==> src/rtl/conv_pkg.sv <==
// rtl/conv_pkg.sv - shared constants and FSM state type for the convolution window path
// Purpose : default geometry constants and the IDLE/RUN/DONE state encoding
//           used by window_coord_gen and coord_bounds.
// Ports   : none (package).
package conv_pkg;

  localparam int COORD_WIDTH_DEF = 8;
  localparam int KERNEL_SIZE_DEF = 3;
  localparam int PAD_DEF         = 1;

  typedef enum logic [1:0] {
    IDLE = 2'd0,
    RUN  = 2'd1,
    DONE = 2'd2
  } wcg_state_e;

endpackage

==> src/rtl/coord_bounds.sv <==
// rtl/coord_bounds.sv - tells whether a signed tap coordinate lies inside the image
// Purpose : bounds test shared by window generation and padding_check consumers.
// Ports   : i_row, i_col       signed tap coordinate
//           i_height, i_width  unsigned image dimensions
//           o_in_bounds        1 when 0 <= row < height and 0 <= col < width
module coord_bounds
  import conv_pkg::*;
#(
  parameter int COORD_WIDTH = COORD_WIDTH_DEF
) (
  input  logic signed [COORD_WIDTH-1:0] i_row,
  input  logic signed [COORD_WIDTH-1:0] i_col,
  input  logic        [COORD_WIDTH-1:0] i_height,
  input  logic        [COORD_WIDTH-1:0] i_width,
  output logic                          o_in_bounds
);

  logic [COORD_WIDTH-1:0] w_row_u;
  logic [COORD_WIDTH-1:0] w_col_u;

  assign w_row_u = $unsigned(i_row);
  assign w_col_u = $unsigned(i_col);

  // A clear sign bit makes the unsigned view equal to the value, so the
  // upper-bound tests can be done as plain unsigned compares.
  assign o_in_bounds = !i_row[COORD_WIDTH-1] && !i_col[COORD_WIDTH-1] &&
                       (w_row_u < i_height) && (w_col_u < i_width);

endmodule

==> src/rtl/window_coord_gen.sv <==
// rtl/window_coord_gen.sv - scans K x K kernel tap coordinates over a zero-padded frame
// Purpose : emits one tap per handshake in kx, ky, ox, oy order for a "same"
//           stride-1 convolution, with bounds flag and optional linear address.
// Option  : WCG_ADDR_EN - when defined, mem_addr = row*W+col for in-bounds taps;
//           otherwise mem_addr is tied to 0.
// Ports   : clk, rst_n (sync, active-low), start, img_width, img_height, out_ready
//           coord_valid, row_coord, col_coord, in_bounds, mem_addr, tap_idx,
//           last_tap, last_window, busy, done
module window_coord_gen
  import conv_pkg::*;
#(
  parameter int COORD_WIDTH = COORD_WIDTH_DEF,
  parameter int KERNEL_SIZE = KERNEL_SIZE_DEF,
  parameter int PAD         = PAD_DEF,
  parameter int ADDR_WIDTH  = 16
) (
  input  logic                          clk,
  input  logic                          rst_n,
  input  logic                          start,
  input  logic        [COORD_WIDTH-1:0] img_width,
  input  logic        [COORD_WIDTH-1:0] img_height,
  input  logic                          out_ready,
  output logic                          coord_valid,
  output logic signed [COORD_WIDTH-1:0] row_coord,
  output logic signed [COORD_WIDTH-1:0] col_coord,
  output logic                          in_bounds,
  output logic        [ADDR_WIDTH-1:0]  mem_addr,
  output logic        [7:0]             tap_idx,
  output logic                          last_tap,
  output logic                          last_window,
  output logic                          busy,
  output logic                          done
);

  // Largest dimension whose padded coordinates still fit the signed range.
  localparam logic [COORD_WIDTH-1:0] MAX_DIM = COORD_WIDTH'((1 << (COORD_WIDTH - 1)) - 1 - PAD);
  localparam logic [COORD_WIDTH-1:0] ONE     = COORD_WIDTH'(1);
  localparam logic [COORD_WIDTH-1:0] PAD_C   = COORD_WIDTH'(PAD);
  localparam logic [7:0]             K_LAST  = 8'(KERNEL_SIZE - 1);
  localparam logic [7:0]             K_8     = 8'(KERNEL_SIZE);

  wcg_state_e r_state, w_state_n;
  logic [COORD_WIDTH-1:0] r_w, r_h, r_oy, r_ox;
  logic [COORD_WIDTH-1:0] w_w_n, w_h_n, w_oy_n, w_ox_n;
  logic [7:0]             r_ky, r_kx, w_ky_n, w_kx_n;
  logic                   w_load, w_done_n;

  logic                          r_valid, r_inb, r_last_tap, r_last_win, r_busy, r_done;
  logic signed [COORD_WIDTH-1:0] r_row, r_col;
  logic [7:0]                    r_tap;

  logic signed [COORD_WIDTH-1:0] w_row_n, w_col_n;
  logic                          w_inb_n, w_lt_n, w_lw_n;
  logic [7:0]                    w_tap_n;

  always_comb begin
    w_state_n = r_state;
    w_w_n     = r_w;
    w_h_n     = r_h;
    w_oy_n    = r_oy;
    w_ox_n    = r_ox;
    w_ky_n    = r_ky;
    w_kx_n    = r_kx;
    w_load    = 1'b0;
    w_done_n  = 1'b0;
    case (r_state)
      IDLE: begin
        if (start) begin
          w_w_n  = (img_width  > MAX_DIM) ? MAX_DIM : img_width;
          w_h_n  = (img_height > MAX_DIM) ? MAX_DIM : img_height;
          w_oy_n = '0;
          w_ox_n = '0;
          w_ky_n = '0;
          w_kx_n = '0;
          if ((w_w_n == '0) || (w_h_n == '0)) begin
            w_state_n = DONE;
          end else begin
            w_state_n = RUN;
            w_load    = 1'b1;
          end
        end
      end
      RUN: begin
        // coord_valid is always high in RUN, so out_ready alone marks a transfer.
        if (out_ready) begin
          if (r_last_tap && r_last_win) begin
            w_state_n = DONE;
          end else begin
            w_load = 1'b1;
            if (r_kx == K_LAST) begin
              w_kx_n = '0;
              if (r_ky == K_LAST) begin
                w_ky_n = '0;
                if (r_ox == r_w - ONE) begin
                  w_ox_n = '0;
                  w_oy_n = r_oy + ONE;
                end else begin
                  w_ox_n = r_ox + ONE;
                end
              end else begin
                w_ky_n = r_ky + 8'd1;
              end
            end else begin
              w_kx_n = r_kx + 8'd1;
            end
          end
        end
      end
      DONE: begin
        w_state_n = IDLE;
        w_done_n  = 1'b1;
      end
      default: w_state_n = IDLE;
    endcase
  end

  // Tap outputs are derived from the next counter values so they can be
  // registered on the same edge that advances the scan.
  assign w_row_n = w_oy_n + COORD_WIDTH'(w_ky_n) - PAD_C;
  assign w_col_n = w_ox_n + COORD_WIDTH'(w_kx_n) - PAD_C;
  assign w_tap_n = w_ky_n * K_8 + w_kx_n;
  assign w_lt_n  = (w_ky_n == K_LAST) && (w_kx_n == K_LAST);
  assign w_lw_n  = (w_oy_n == w_h_n - ONE) && (w_ox_n == w_w_n - ONE);

  coord_bounds #(
    .COORD_WIDTH (COORD_WIDTH)
  ) u_bounds (
    .i_row       (w_row_n),
    .i_col       (w_col_n),
    .i_height    (w_h_n),
    .i_width     (w_w_n),
    .o_in_bounds (w_inb_n)
  );

`ifdef WCG_ADDR_EN
  logic [ADDR_WIDTH-1:0] r_addr;
  logic [ADDR_WIDTH-1:0] w_addr_n;
  assign w_addr_n = w_inb_n ? (ADDR_WIDTH'($unsigned(w_row_n)) * ADDR_WIDTH'(w_w_n) +
                               ADDR_WIDTH'($unsigned(w_col_n))) : '0;
  assign mem_addr = r_addr;
`else
  assign mem_addr = '0;
`endif

  always_ff @(posedge clk) begin
    if (!rst_n) begin
      r_state    <= IDLE;
      r_w        <= '0;
      r_h        <= '0;
      r_oy       <= '0;
      r_ox       <= '0;
      r_ky       <= '0;
      r_kx       <= '0;
      r_valid    <= 1'b0;
      r_row      <= '0;
      r_col      <= '0;
      r_inb      <= 1'b0;
      r_tap      <= '0;
      r_last_tap <= 1'b0;
      r_last_win <= 1'b0;
      r_busy     <= 1'b0;
      r_done     <= 1'b0;
`ifdef WCG_ADDR_EN
      r_addr     <= '0;
`endif
    end else begin
      r_state <= w_state_n;
      r_w     <= w_w_n;
      r_h     <= w_h_n;
      r_oy    <= w_oy_n;
      r_ox    <= w_ox_n;
      r_ky    <= w_ky_n;
      r_kx    <= w_kx_n;
      r_busy  <= (w_state_n == RUN);
      r_done  <= w_done_n;
      if (w_state_n != RUN) begin
        r_valid    <= 1'b0;
        r_row      <= '0;
        r_col      <= '0;
        r_inb      <= 1'b0;
        r_tap      <= '0;
        r_last_tap <= 1'b0;
        r_last_win <= 1'b0;
`ifdef WCG_ADDR_EN
        r_addr     <= '0;
`endif
      end else if (w_load) begin
        r_valid    <= 1'b1;
        r_row      <= w_row_n;
        r_col      <= w_col_n;
        r_inb      <= w_inb_n;
        r_tap      <= w_tap_n;
        r_last_tap <= w_lt_n;
        r_last_win <= w_lw_n;
`ifdef WCG_ADDR_EN
        r_addr     <= w_addr_n;
`endif
      end
    end
  end

  assign coord_valid = r_valid;
  assign row_coord   = r_row;
  assign col_coord   = r_col;
  assign in_bounds   = r_inb;
  assign tap_idx     = r_tap;
  assign last_tap    = r_last_tap;
  assign last_window = r_last_win;
  assign busy        = r_busy;
  assign done        = r_done;

endmodule

==> config.mk <==
export PLATFORM = sky130hd
export DESIGN_NAME = window_coord_gen
export DESIGN_NICKNAME = d
export VERILOG_FILES = /design/src/rtl/conv_pkg.sv /design/src/rtl/coord_bounds.sv /design/src/rtl/window_coord_gen.sv
export SDC_FILE = /design/constraint.sdc
export NUM_CORES = 1
export LEC_CHECK = 0
export ABC_AREA = 0
export CAP_MARGIN = 20
export CORE_UTILIZATION = 58
export DETAILED_ROUTE_END_ITERATION = 10
export PLACE_DENSITY = 0.82
export SYNTH_ARGS = -nofsm -noshare
export SYNTH_HDL_FRONTEND = slang
export SYNTH_SLANG_ARGS = --single-unit
==> constraint.sdc <==
create_clock -name clk -period 6.7 [get_ports clk]
set_input_delay 1.675 -clock clk [delete_from_list [all_inputs] [get_ports clk]]
set_output_delay 1.675 -clock clk [all_outputs]
set_load 0.02 [all_outputs]
==> out/results.ini <==
[synth]
synth-adder-area-share_pct = 15.2
yosysTopAreaCellShare_pct = 26.1
synth_edf_count = 0
ys.flop_type = dfxtp_1
async_reset_ff_share_pct = 0
synth_area_sq_mm = 0.00614
syn_avg_cell_area_sq_um = 7.82
synth_xor_area_share_pct = 7.56
synth_compound_area_share_pct = 16.7
seq_area_frac_synth_pct = 26.1
ys_ff_latch = 80
netlist_top_cells_area = dfxtp_1 26%, ha_1 12%, nor2_1 6.0%
synthSimpleGateAreaFrac_pct = 24.6
synth_top_family_by_area = simple AND/OR/NAND/NOR gates
yosysTopAreaCell = dfxtp_1
syn_inst = 786
synth_cell_type_count = 75
synth_mux_area_share_pct = 1.71
ys_warn_count = 0

[power_and_ir_drop]
seq_power_share_pct = 42.3
comb_power_share_pct = 23.3
p_leak_nw = 3.09
p_int_mw = 0.820
switchingPower_mw = 0.373
peakVddDrop_mv = 0.165
pwr-share-clk_pct = 34.4
switching_share_pct = 31.3
power_density_mw_per_mm2 = 165

[setup_path]
r2r_setup_slack_ns = 0.63
cp_top_family = compound AO/OA/AOI/OAI gates
path_buf_inv = 2
startpoint_type = input pin
path_cells = clkdlybuf4s50_1 -> a21bo_4 -> nor3_1 -> and4_1 -> and3_1 -> nand3_1 -> a21o_1 -> ha_1 -> inv_1 -> ha_1 -> a21oi_1 -> nor2_1 -> nor2_1 -> o21bai_1 -> a21oi_1 -> xnor2_1 -> xnor2_2 -> ha_1 -> and4_1 -> a2111oi_2 -> o2111ai_1 -> o41ai_1
crit_path_frequent_cell = ha_1
path_max_fanout = 5
worstPathArrival_ns = 6.71
cpPeakStageDelay_ns = 0.54
reg2reg_depth = 23
crit_slowest_cell = clkdlybuf4s50_1
crit_required_ns = 6.97
r2r-start = r_ox[2]
cp-end-kind = register
path_class = input pin to register
r2r_end = in_bounds

[die]
core_area_sq_mm = 0.0103
initial_core_util_pct = 59.8
die_x_microns = 105
io_pins = 66
dieHeight_microns = 105
floorplan.die_area_sq_mm = 0.0110
core.rowCount = 37

[routing]
drc = 0
num_vias = 5864
wl_per_cell_microns = 17.8
avgViaCountPerCell = 5.85
firstDrtPassIters = 5
drt_iter0_markers = 464
ant_nets = 0
wl_mm = 17.8

[clocking]
tritoncts = yes
cts-htree-levels = 3
root_buffer = clkbuf_8
clk_latency_ns = 0.37
cts.sink_count = 80
clk_path_buf_depth = 2
cts_buffers = 9
clk_pin_slew_ns = 0.08
cts_hold_buffers = 0

[global_routing]
track_usage_pct = 34.2
first_global_vias = 5779
grt_max_degree = 48
grt_pass1_wl_mm = 29.1
grt_overflow = 0
antenna_found_initial = 0

[timing]
slew_headroom_pct = 42.0
max_freq_mhz = 155
finalSetupViolCount = 0
finalWorstSetupSlack_ns = 0.258
finalHoldViolations = 0
period_minus_slack_ns = 6.44
slew_viol_final = 0
worstMarginPinSlew_ns = 0.861
period_share_pct = 96.2
fin_skew_ns = 0.00644

[cells_and_area]
final_cells = 1002
final_core_util_pct = 70.3
area_growth_pct = 17.6
antenna_cells = 0
nets = 950
fill_cells = 832
drive_above_1_share_pct = 11.3

[placement]
pre_cts_slack_ns = -0.266
dp_hpwl_mm = 14.0
place_inst = 985
portBuffers = 49
place_congestion = 0.968

[min_path]
min_from = tap_idx[4]
worstHoldPathCells = 2
hold_end = tap_idx[4]
worstHoldPathType = register to register

[run_status]
status = complete, no violations

[flow_run]
maxCapViolations = 0

worst max-delay path by stage:
stage               cells after the start      start         to
global route                           25  out_ready  in_bounds
CTS                                    23  out_ready  in_bounds
global placement                       23  out_ready  in_bounds
finish                                 22  out_ready  in_bounds
floorplan                              22  out_ready  in_bounds
detailed placement                     23  out_ready  in_bounds
cells in the mapped netlist (all sizes together) (4+ instances only):
master  count
xor2       22
a21o       14
mux2i       6
nand2      76
and4        4
ha         60
or3        12
nand2b      7
nor2       99
mux2        4
nand4      17
xnor2      31
a21oi      52
inv        70
nor4       11
or2         6
o21ai      37
a211oi      9
dfxtp      80
nor3       10
o21bai      5
and2        7
and3       11
o31ai       4
nand3      15
a22oi       4
clkbuf     24
buf        20
fa          9
nor2b       8
cells in the final DEF (no fill, tap or decap), drive strengths merged, types with 5 or more instances in the layout:
| master | instances |
|---|---|
| dfxtp | 80 |
| nand2b | 7 |
| nor2 | 99 |
| fa | 9 |
| or3 | 12 |
| nand4 | 17 |
| nand2 | 76 |
| or2 | 6 |
| a211oi | 9 |
| xor2 | 22 |
| conb | 16 |
| and3 | 11 |
| nor4 | 11 |
| and2 | 7 |
| inv | 69 |
| a21oi | 52 |
| buf | 44 |
| mux2i | 6 |
| nand3 | 15 |
| clkdlybuf4s50 | 49 |
| o21ai | 37 |
| ha | 60 |
| o21bai | 5 |
| clkbuf | 11 |
| nor3 | 10 |
| nor2b | 8 |
| xnor2 | 31 |
| a21o | 14 |
worst register-to-register path, delay by kind of cell (launching register included):
family | cells | cell delay (ns)
compound gates | 9 | 2.36
xor+xnor | 2 | 0.42
fa+ha+maj | 4 | 1.22
buf+inv | 2 | 0.32
flops | 1 | 0.60
mux | 1 | 0.17
simple gates | 5 | 0.88
metrics by stage:
step / power [mW] / setup TNS [ns] / area [sq um] / hold WS (ns)
global placement: 0.780 / 0 / 6950 / 0.441
CTS: 1.19 / 0 / 7180 / 0.463
global route: 1.25 / -0.0583 / 7220 / 0.487
finish: 1.19 / 0 / 7220 / 0.459
floorplan: 0.698 / 0 / 6200 / 0.451
detailed placement: 0.786 / -0.266 / 6950 / 0.444
what timing repair did:
action / CTS / global route
buffers inserted: 0 / 1
endpoints found under the setup margin: 0 / 1
gates resized for setup: 0 / 11
state kept, by name, indices dropped and copies added, names as in the netlist, 8 cells and up:
signal and flops:
r_ky 8, col_coord 8, r_w 8, r_h 8, r_oy 8, row_coord 8, r_ox 8, tap_idx 8
r_kx 8
kinds of logic (layout without fill, tap and decap cells):
family / Yosys count / in the layout
simple gates: 302 / 302
compound gates: 157 / 157
buf+inv: 114 / 179
flops: 80 / 80
fa+ha+maj: 69 / 69
xor+xnor: 53 / 53
mux: 10 / 10
other cells: 1 / 16
per-layer routing:
metal	wire length (microns)	track usage [%]	vias up
met5	0	0	-
met4	799	18.6	0
met3	1040	6.86	50
met2	7880	52.7	216
met1	8120	44.7	2771
li1	-	-	2827
power by group through the flow:
stage	Sequential, mW	Combinational, mW	Clock (mW)
after floorplan	0.525	0.174	0
after global placement	0.515	0.265	0
after detailed placement	0.516	0.270	0
after CTS	0.505	0.272	0.415
after global routing	0.507	0.303	0.442
final	0.505	0.278	0.410
area by class of cell:
class,instances,area (sq um),share of cell area [%]
inverters,70,263,3.64
repair buffers,93,821,11.4
multi-input cells,607,4150,57.4
well taps,136,170,2.36
clock inverters,5,80.1,1.11
clock buffers,11,141,1.96
flip-flops and latches,80,1600,22.2
Power figures use the tool's default switching activity.
